**config.mk**
```make
export PLATFORM = sky130hd
export DESIGN_NAME = eeprom_i2c_ctrl
export DESIGN_NICKNAME = d
export VERILOG_FILES = /design/src/rtl/eeprom_i2c_ctrl.sv
export SDC_FILE = /design/constraint.sdc
export NUM_CORES = 1
export LEC_CHECK = 0
export ABC_AREA = 1
export ABC_CLOCK_PERIOD_IN_PS = 2500
export CORE_ASPECT_RATIO = 1.75
export CORE_MARGIN = 5
export CORE_UTILIZATION = 37
export CTS_CLUSTER_DIAMETER = 60
export DETAILED_ROUTE_END_ITERATION = 8
export PLACE_DENSITY_LB_ADDON = 0.25
export SYNTH_ARGS = -nofsm -noshare
export SYNTH_HDL_FRONTEND = slang
export SYNTH_SLANG_ARGS = --single-unit
```
**constraint.sdc**
```tcl
create_clock -name clk -period 2.5 [get_ports clk]
set_input_delay 0.5 -clock clk [delete_from_list [all_inputs] [get_ports clk]]
set_output_delay 0.5 -clock clk [all_outputs]
set_load 0.02 [all_outputs]
```
**src/rtl/eeprom_i2c_ctrl.sv**
```systemverilog
// Bus-slave front end for 24LCxx-family I2C EEPROMs. Single-byte bus reads and
// writes are turned into byte-level commands for an external I2C engine.
// Writes are posted and followed by ACK polling. One extra request can be
// queued while a transaction is in flight.
module eeprom_i2c_ctrl #(
  parameter int unsigned ADDRESS           = 0,
  parameter int unsigned BUS_ADDR_DATA_LEN = 16,
  parameter int unsigned EEPROM_SIZE       = 'h80,
  parameter int unsigned ADDR_BYTES        = 2,
  parameter logic [2:0]  CHIP_SEL          = 3'b000,
  parameter int unsigned POLL_MAX          = 255
) (
  input  logic                         clk,
  input  logic                         rst,
  input  logic [BUS_ADDR_DATA_LEN-1:0] addr,
  input  logic                         rd,
  input  logic                         wr,
  input  logic [7:0]                   bus_in,
  output logic [7:0]                   bus_out,
  output logic                         req_bus,
  output logic                         stall,
  output logic                         busy,
  output logic                         err,
  input  logic                         err_clr,
  output logic                         eng_go,
  output logic [2:0]                   eng_cmd,
  output logic [7:0]                   eng_tx,
  input  logic                         eng_busy,
  input  logic                         eng_nack,
  input  logic [7:0]                   eng_rx
);

  localparam int POLL_W = (POLL_MAX > 1) ? $clog2(POLL_MAX) : 1;
  localparam logic [POLL_W-1:0] POLL_LAST = POLL_W'(POLL_MAX - 1);
  localparam logic [63:0] WIN_LO = 64'(ADDRESS);
  localparam logic [63:0] WIN_HI = 64'(ADDRESS) + 64'(EEPROM_SIZE);
  localparam logic [BUS_ADDR_DATA_LEN-1:0] BASE = BUS_ADDR_DATA_LEN'(ADDRESS);

  typedef enum logic [3:0] {
    S_IDLE, S_DEV_W, S_A_HI, S_A_LO, S_R_DEV, S_R_DATA, S_W_DATA, S_POLL, S_ERR_STOP
  } state_t;

  state_t              r_state, w_state_nx;
  logic                r_wait, w_wait_nx;
  logic                r_busy_q;
  logic [15:0]         r_off, w_off_nx;
  logic [7:0]          r_data, w_data_nx;
  logic                r_rd, w_rd_nx;
  logic                r_pnd_vld, w_pnd_vld_nx;
  logic [15:0]         r_pnd_off, w_pnd_off_nx;
  logic [7:0]          r_pnd_data, w_pnd_data_nx;
  logic                r_pnd_rd, w_pnd_rd_nx;
  logic [POLL_W-1:0]   r_cnt, w_cnt_nx;
  logic [7:0]          r_bus_out, w_bus_out_nx;
  logic                r_stall, w_stall_nx;
  logic                r_err, w_err_nx;
  logic                r_go, w_go_nx;
  logic [2:0]          r_cmd, w_cmd_nx;
  logic [7:0]          r_tx, w_tx_nx;

  logic [63:0]                  w_addr64;
  logic [BUS_ADDR_DATA_LEN-1:0] w_off_bus;
  logic [15:0]                  w_off;
  logic                         w_req;
  logic                         w_fall;
  logic                         w_done;
  logic                         w_set_err;

  // Device byte: block bits come from the offset for 1-byte parts, chip pins otherwise.
  function automatic logic [7:0] dev_byte(input logic [2:0] blk, input logic rw);
    return {4'b1010, (ADDR_BYTES == 1) ? blk : CHIP_SEL, rw};
  endfunction

  assign w_addr64  = 64'(addr);
  assign req_bus   = (w_addr64 >= WIN_LO) && (w_addr64 < WIN_HI);
  assign w_off_bus = addr - BASE;
  assign w_off     = 16'(w_off_bus);
  assign w_req     = (rd | wr) & req_bus;
  assign w_fall    = r_wait & r_busy_q & ~eng_busy;

  assign bus_out = r_bus_out;
  assign stall   = r_stall;
  assign busy    = (r_state != S_IDLE);
  assign err     = r_err;
  assign eng_go  = r_go;
  assign eng_cmd = r_cmd;
  assign eng_tx  = r_tx;

  // Next-state, engine command and bus-side bookkeeping.
  always_comb begin
    w_state_nx    = r_state;
    w_wait_nx     = r_wait;
    w_off_nx      = r_off;
    w_data_nx     = r_data;
    w_rd_nx       = r_rd;
    w_pnd_vld_nx  = r_pnd_vld;
    w_pnd_off_nx  = r_pnd_off;
    w_pnd_data_nx = r_pnd_data;
    w_pnd_rd_nx   = r_pnd_rd;
    w_cnt_nx      = r_cnt;
    w_bus_out_nx  = r_bus_out;
    w_stall_nx    = r_stall;
    w_go_nx       = 1'b0;
    w_cmd_nx      = r_cmd;
    w_tx_nx       = r_tx;
    w_done        = 1'b0;
    w_set_err     = 1'b0;

    if (r_state == S_IDLE) begin
      // A queued request always goes before a fresh one; stall is already high for it.
      if (r_pnd_vld) begin
        w_off_nx     = r_pnd_off;
        w_data_nx    = r_pnd_data;
        w_rd_nx      = r_pnd_rd;
        w_pnd_vld_nx = 1'b0;
        w_state_nx   = S_DEV_W;
        w_wait_nx    = 1'b0;
      end else if (w_req) begin
        w_off_nx   = w_off;
        w_data_nx  = bus_in;
        w_rd_nx    = rd;
        w_stall_nx = rd;
        w_state_nx = S_DEV_W;
        w_wait_nx  = 1'b0;
      end
    end else if (!r_wait) begin
      // Launch this state's byte once the engine is free.
      if (!eng_busy) begin
        w_go_nx   = 1'b1;
        w_wait_nx = 1'b1;
        case (r_state)
          S_DEV_W:    begin w_cmd_nx = 3'd1; w_tx_nx = dev_byte(r_off[10:8], 1'b0); end
          S_A_HI:     begin w_cmd_nx = 3'd2; w_tx_nx = r_off[15:8]; end
          S_A_LO:     begin w_cmd_nx = 3'd2; w_tx_nx = r_off[7:0]; end
          S_R_DEV:    begin w_cmd_nx = 3'd1; w_tx_nx = dev_byte(r_off[10:8], 1'b1); end
          S_R_DATA:   begin w_cmd_nx = 3'd4; w_tx_nx = 8'h00; end
          S_W_DATA:   begin w_cmd_nx = 3'd3; w_tx_nx = r_data; end
          S_POLL:     begin w_cmd_nx = 3'd5; w_tx_nx = dev_byte(r_off[10:8], 1'b0); end
          S_ERR_STOP: begin w_cmd_nx = 3'd6; w_tx_nx = 8'h00; end
          default:    begin w_cmd_nx = 3'd0; w_tx_nx = 8'h00; end
        endcase
      end
    end else if (w_fall) begin
      // Engine finished the byte: act on its ACK/NACK and data.
      w_wait_nx = 1'b0;
      case (r_state)
        S_DEV_W: begin
          if (eng_nack) begin w_state_nx = S_ERR_STOP; w_set_err = 1'b1; end
          else w_state_nx = (ADDR_BYTES == 2) ? S_A_HI : S_A_LO;
        end
        S_A_HI: begin
          if (eng_nack) begin w_state_nx = S_ERR_STOP; w_set_err = 1'b1; end
          else w_state_nx = S_A_LO;
        end
        S_A_LO: begin
          if (eng_nack) begin w_state_nx = S_ERR_STOP; w_set_err = 1'b1; end
          else w_state_nx = r_rd ? S_R_DEV : S_W_DATA;
        end
        S_R_DEV: begin
          if (eng_nack) begin w_state_nx = S_ERR_STOP; w_set_err = 1'b1; end
          else w_state_nx = S_R_DATA;
        end
        S_R_DATA: begin
          w_bus_out_nx = eng_rx;
          w_done       = 1'b1;
        end
        S_W_DATA: begin
          if (eng_nack) begin w_state_nx = S_ERR_STOP; w_set_err = 1'b1; end
          else begin w_state_nx = S_POLL; w_cnt_nx = '0; end
        end
        S_POLL: begin
          if (!eng_nack) w_done = 1'b1;
          else if (r_cnt == POLL_LAST) begin w_set_err = 1'b1; w_done = 1'b1; end
          else w_cnt_nx = r_cnt + 1'b1;
        end
        S_ERR_STOP: begin
          if (r_rd) w_bus_out_nx = 8'hFF;
          w_done = 1'b1;
        end
        default: w_state_nx = S_IDLE;
      endcase
    end

    // Stall stays up across the current transaction while a queued one still waits.
    if (w_done) begin
      w_state_nx = S_IDLE;
      if (!r_pnd_vld) w_stall_nx = 1'b0;
    end

    // Request arriving mid-transaction takes the single pending slot.
    if ((r_state != S_IDLE) && !r_stall && w_req) begin
      w_pnd_vld_nx  = 1'b1;
      w_pnd_off_nx  = w_off;
      w_pnd_data_nx = bus_in;
      w_pnd_rd_nx   = rd;
      w_stall_nx    = 1'b1;
    end

    w_err_nx = w_set_err ? 1'b1 : (err_clr ? 1'b0 : r_err);
  end

  // State and output registers; payload registers carry no reset.
  always_ff @(posedge clk) begin
    r_off      <= w_off_nx;
    r_data     <= w_data_nx;
    r_pnd_off  <= w_pnd_off_nx;
    r_pnd_data <= w_pnd_data_nx;
    if (rst) begin
      r_state   <= S_IDLE;
      r_wait    <= 1'b0;
      r_busy_q  <= 1'b0;
      r_rd      <= 1'b0;
      r_pnd_vld <= 1'b0;
      r_pnd_rd  <= 1'b0;
      r_cnt     <= '0;
      r_bus_out <= 8'h00;
      r_stall   <= 1'b0;
      r_err     <= 1'b0;
      r_go      <= 1'b0;
      r_cmd     <= 3'd0;
      r_tx      <= 8'h00;
    end else begin
      r_state   <= w_state_nx;
      r_wait    <= w_wait_nx;
      r_busy_q  <= eng_busy;
      r_rd      <= w_rd_nx;
      r_pnd_vld <= w_pnd_vld_nx;
      r_pnd_rd  <= w_pnd_rd_nx;
      r_cnt     <= w_cnt_nx;
      r_bus_out <= w_bus_out_nx;
      r_stall   <= w_stall_nx;
      r_err     <= w_err_nx;
      r_go      <= w_go_nx;
      r_cmd     <= w_cmd_nx;
      r_tx      <= w_tx_nx;
    end
  end

endmodule

```
==> flow_summary.ini <==
[status]
outcome = finished clean

[clock_network]
cts_sinks = 87
postCtsSetupBuffers = 0
tritoncts = yes
clkSlewWorstSetupHoldPaths_ns = 0.06
cts_max_path_buffers = 2
cts-root-buf = clkbuf_16
clk_latency_ns = 0.34
numCtsBuffers = 9
htreeDepth = 3
cts_hold_buf = 0

[power]
p_leak_nw = 1.949
p_per_area_nw_per_um2 = 570.7
peakVddDrop_uv = 368.6
finalPower_mw = 2.901

[synth]
ys_ff_latch = 87
synth_top_cell_by_area = edfxtp_1
synth_xor_area_share_pct = 0.8886
synth_top_family_by_area = simple AND/OR/NAND/NOR gates
synth_top_area_share_pct = 36.56
synth_cell_types = 35
dominantRegCellSynth = edfxtp_1
synthSimpleGateAreaFrac_pct = 27.67
synthTopCellsByArea = edfxtp_1 (37%), dfxtp_1 (20%), nand2_1 (15%), a21oi_1 (4.6%), nand3_1 (3.0%)
synth_fa_ha_area_share_pct = 0.6347
yosysMostFrequentCell = nand2_1
synth.yosys.seq_area_share_pct = 56.36
synth-edff-count = 48
yosys-top-cells-count = nand2_1 (153), edfxtp_1 (48), dfxtp_1 (39), a21oi_1 (36), nor2_1 (30)
synth_area_um2 = 3943
synth-async-reset-ratio_pct = 0
syn_nets = 484
synth_compound_area_share_pct = 9.521
synthMuxAreaShare_pct = 0
yosysWarnings = 0
avgSynthCellArea_um2 = 8.900
synth_cells = 443

[cells_and_area]
fill_cells = 1029
nets = 560
syn2layout_area_growth_pct = 28.94
num_antenna_cells = 0
drive_above_1_share_pct = 11.64

[routing]
firstDrtPassIters = 4
ant_nets = 0
vias_per_cell = 4.786
drc = 0
wirelength_mm = 8.659
vias = 3130
drt_iter0_markers = 153
wire_per_inst_um = 13.24

[worst_setup_path]
cp.required_ns = 2.00
cpLargestDelayFamily = buffers and inverters
cp_cell_sequence = clkdlybuf4s50_1, nor2_1, nand3_1, nor2_1, dlygate4sd2_1
cp-end-kind = output port
critPathKind = input port to output port
crit_fanout = 2
crit_top_cell = nor2_1
max_stage_delay_ns = 0.41
r2r-start = r_state[0]$_SDFFE_PP0P_
cp.arrival_ns = 1.75
critPathBufInv = 2
worstSetupStartpoint = addr[10]
slowest_stage = clkdlybuf4s50_1
worstSetupStartpointType = input port

[sta]
rsz0062_at_grt = false
fin_crit_ns = 2.246
fin_ws_ns = 0.2542
worst_slew_pin_slew_ns = 0.4133
fin_setup_tns_ns = 0
post-route-period-util_pct = 89.83
fin_skew_ns = 0.006986
hold-worst-slack_ns = 0.4626
final-hold-violation-count = 0
max_freq_mhz = 445.3
finalSetupViolCount = 0
final_max_slew_viol_count = 0
maxSlewHeadroom_pct = 72.36

[grt]
grt_overflow = 0
grt_pass1_wl_mm = 14.41
antenna_found_initial = 0
grt_max_degree = 25
grt_pass1_vias = 3105
grtUsageTotal_pct = 14.31

[place]
place_congestion = 0.8346
post-place-ws_ns = -0.09690
portBuffers = 62
hpwl_mm = 6.670

[job]
cap_violations = 0

[floorplan]
die-width_um = 88.03
die_area_um2 = 12900
core_um2 = 10570
pin_count = 63
core.rowCount = 50
start_util_pct = 37.29
die_h_um = 146.6

[min_path]
worstHoldStart = eng_tx[6]$_SDFFE_PP0P_
hold_class = register to register
[cells by family (layout without fill, tap and decap cells)]
kind of cell / count (synthesis) / after routing
compound gates: 66 / 66
xor+xnor: 4 / 4
buf+inv: 44 / 125
flops: 87 / 87
fa+ha+maj: 2 / 2
simple gates: 240 / 240
[layout by cell type (no fill, tap or decap), drive strengths merged, types with 2 or more instances in the layout]
cell	Yosys	final
a21oi	36	36
buf	6	15
clkbuf	6	9
clkdlybuf4s50	0	61
dfxtp	39	39
edfxtp	48	48
ha	2	2
inv	32	37
nand2	160	160
nand3	30	30
nand4	5	5
nor2	38	38
nor3	5	5
o21a	2	2
o21ai	17	17
o21bai	8	8
xor2	4	4
[report_power, final]
part           switching, mW  leakage, nW  internal [mW]  total, mW
logic                 0.0508         1.07         0.0726      0.123
registers           0.000712        0.746           1.51       1.51
clock network          0.578        0.138          0.692       1.27
[repair_timing]
item                       4_1_cts  5_1_grt
hold endpoints to repair         0        0
setup endpoints to repair        1        0
gates resized for setup          1        0
[routing by layer]
metal  global-route usage [%]  share of wire [%]
met1                    15.03                 38
met5                        0                  0
met2                    26.51                 55
met3                    3.275                4.6
met4                    5.749                1.7
[path summary, 6_finish.rpt]
check	to	slack, ns	cells past startpoint
min reg2reg	eng_tx[6]$_SDFFE_PP0P_	0.46	2
max	req_bus	0.25	5
min	eng_tx[6]$_SDFFE_PP0P_	0.46	2
max reg2reg	r_state[3]$_SDFFE_PP0P_	0.79	9
[stage by stage]
step / area, µm² / cells / util [%]
2_1_floorplan: 3943 / 443 / -
3_3_place_gp: 4800 / 638 / 45.40
3_5_place_dp: 4800 / 638 / 45.40
4_1_cts: 5084 / 654 / 48.08
5_1_grt: 5084 / 654 / 48.08
6_report: 5084 / 654 / 48.08
[layout make-up]
type	count	area, µm²	area share, %
clock buffers	9	225.2	4.430
multi-input cells	312	1529	30.08
flip-flops and latches	87	2222	43.71
inverters	32	127.6	2.510
clock inverters	7	60.06	1.181
repair buffers	77	757.0	14.89
well taps	130	162.7	3.200
[worst reg2reg max path: stages (launching register included)]
cell and delay, ns:
dfxtp_1 0.33, buf_4 0.19, nand2_1 0.17, inv_1 0.10, nand2_4 0.11, nand3_1 0.18
o21ai_4 0.29, nand3_1 0.12, nand2_1 0.08, nor2_1 0.04
[sequential cells by signal (all words and copies together), names as in the netlist, 3 cells and up]
register    count
bus_out         8
r_cnt           8
eng_cmd         3
r_state         4
r_data          8
eng_tx          8
r_pnd_off      16
r_pnd_data      8
r_off          16
Note: power is estimated with default switching activity, not from simulation.
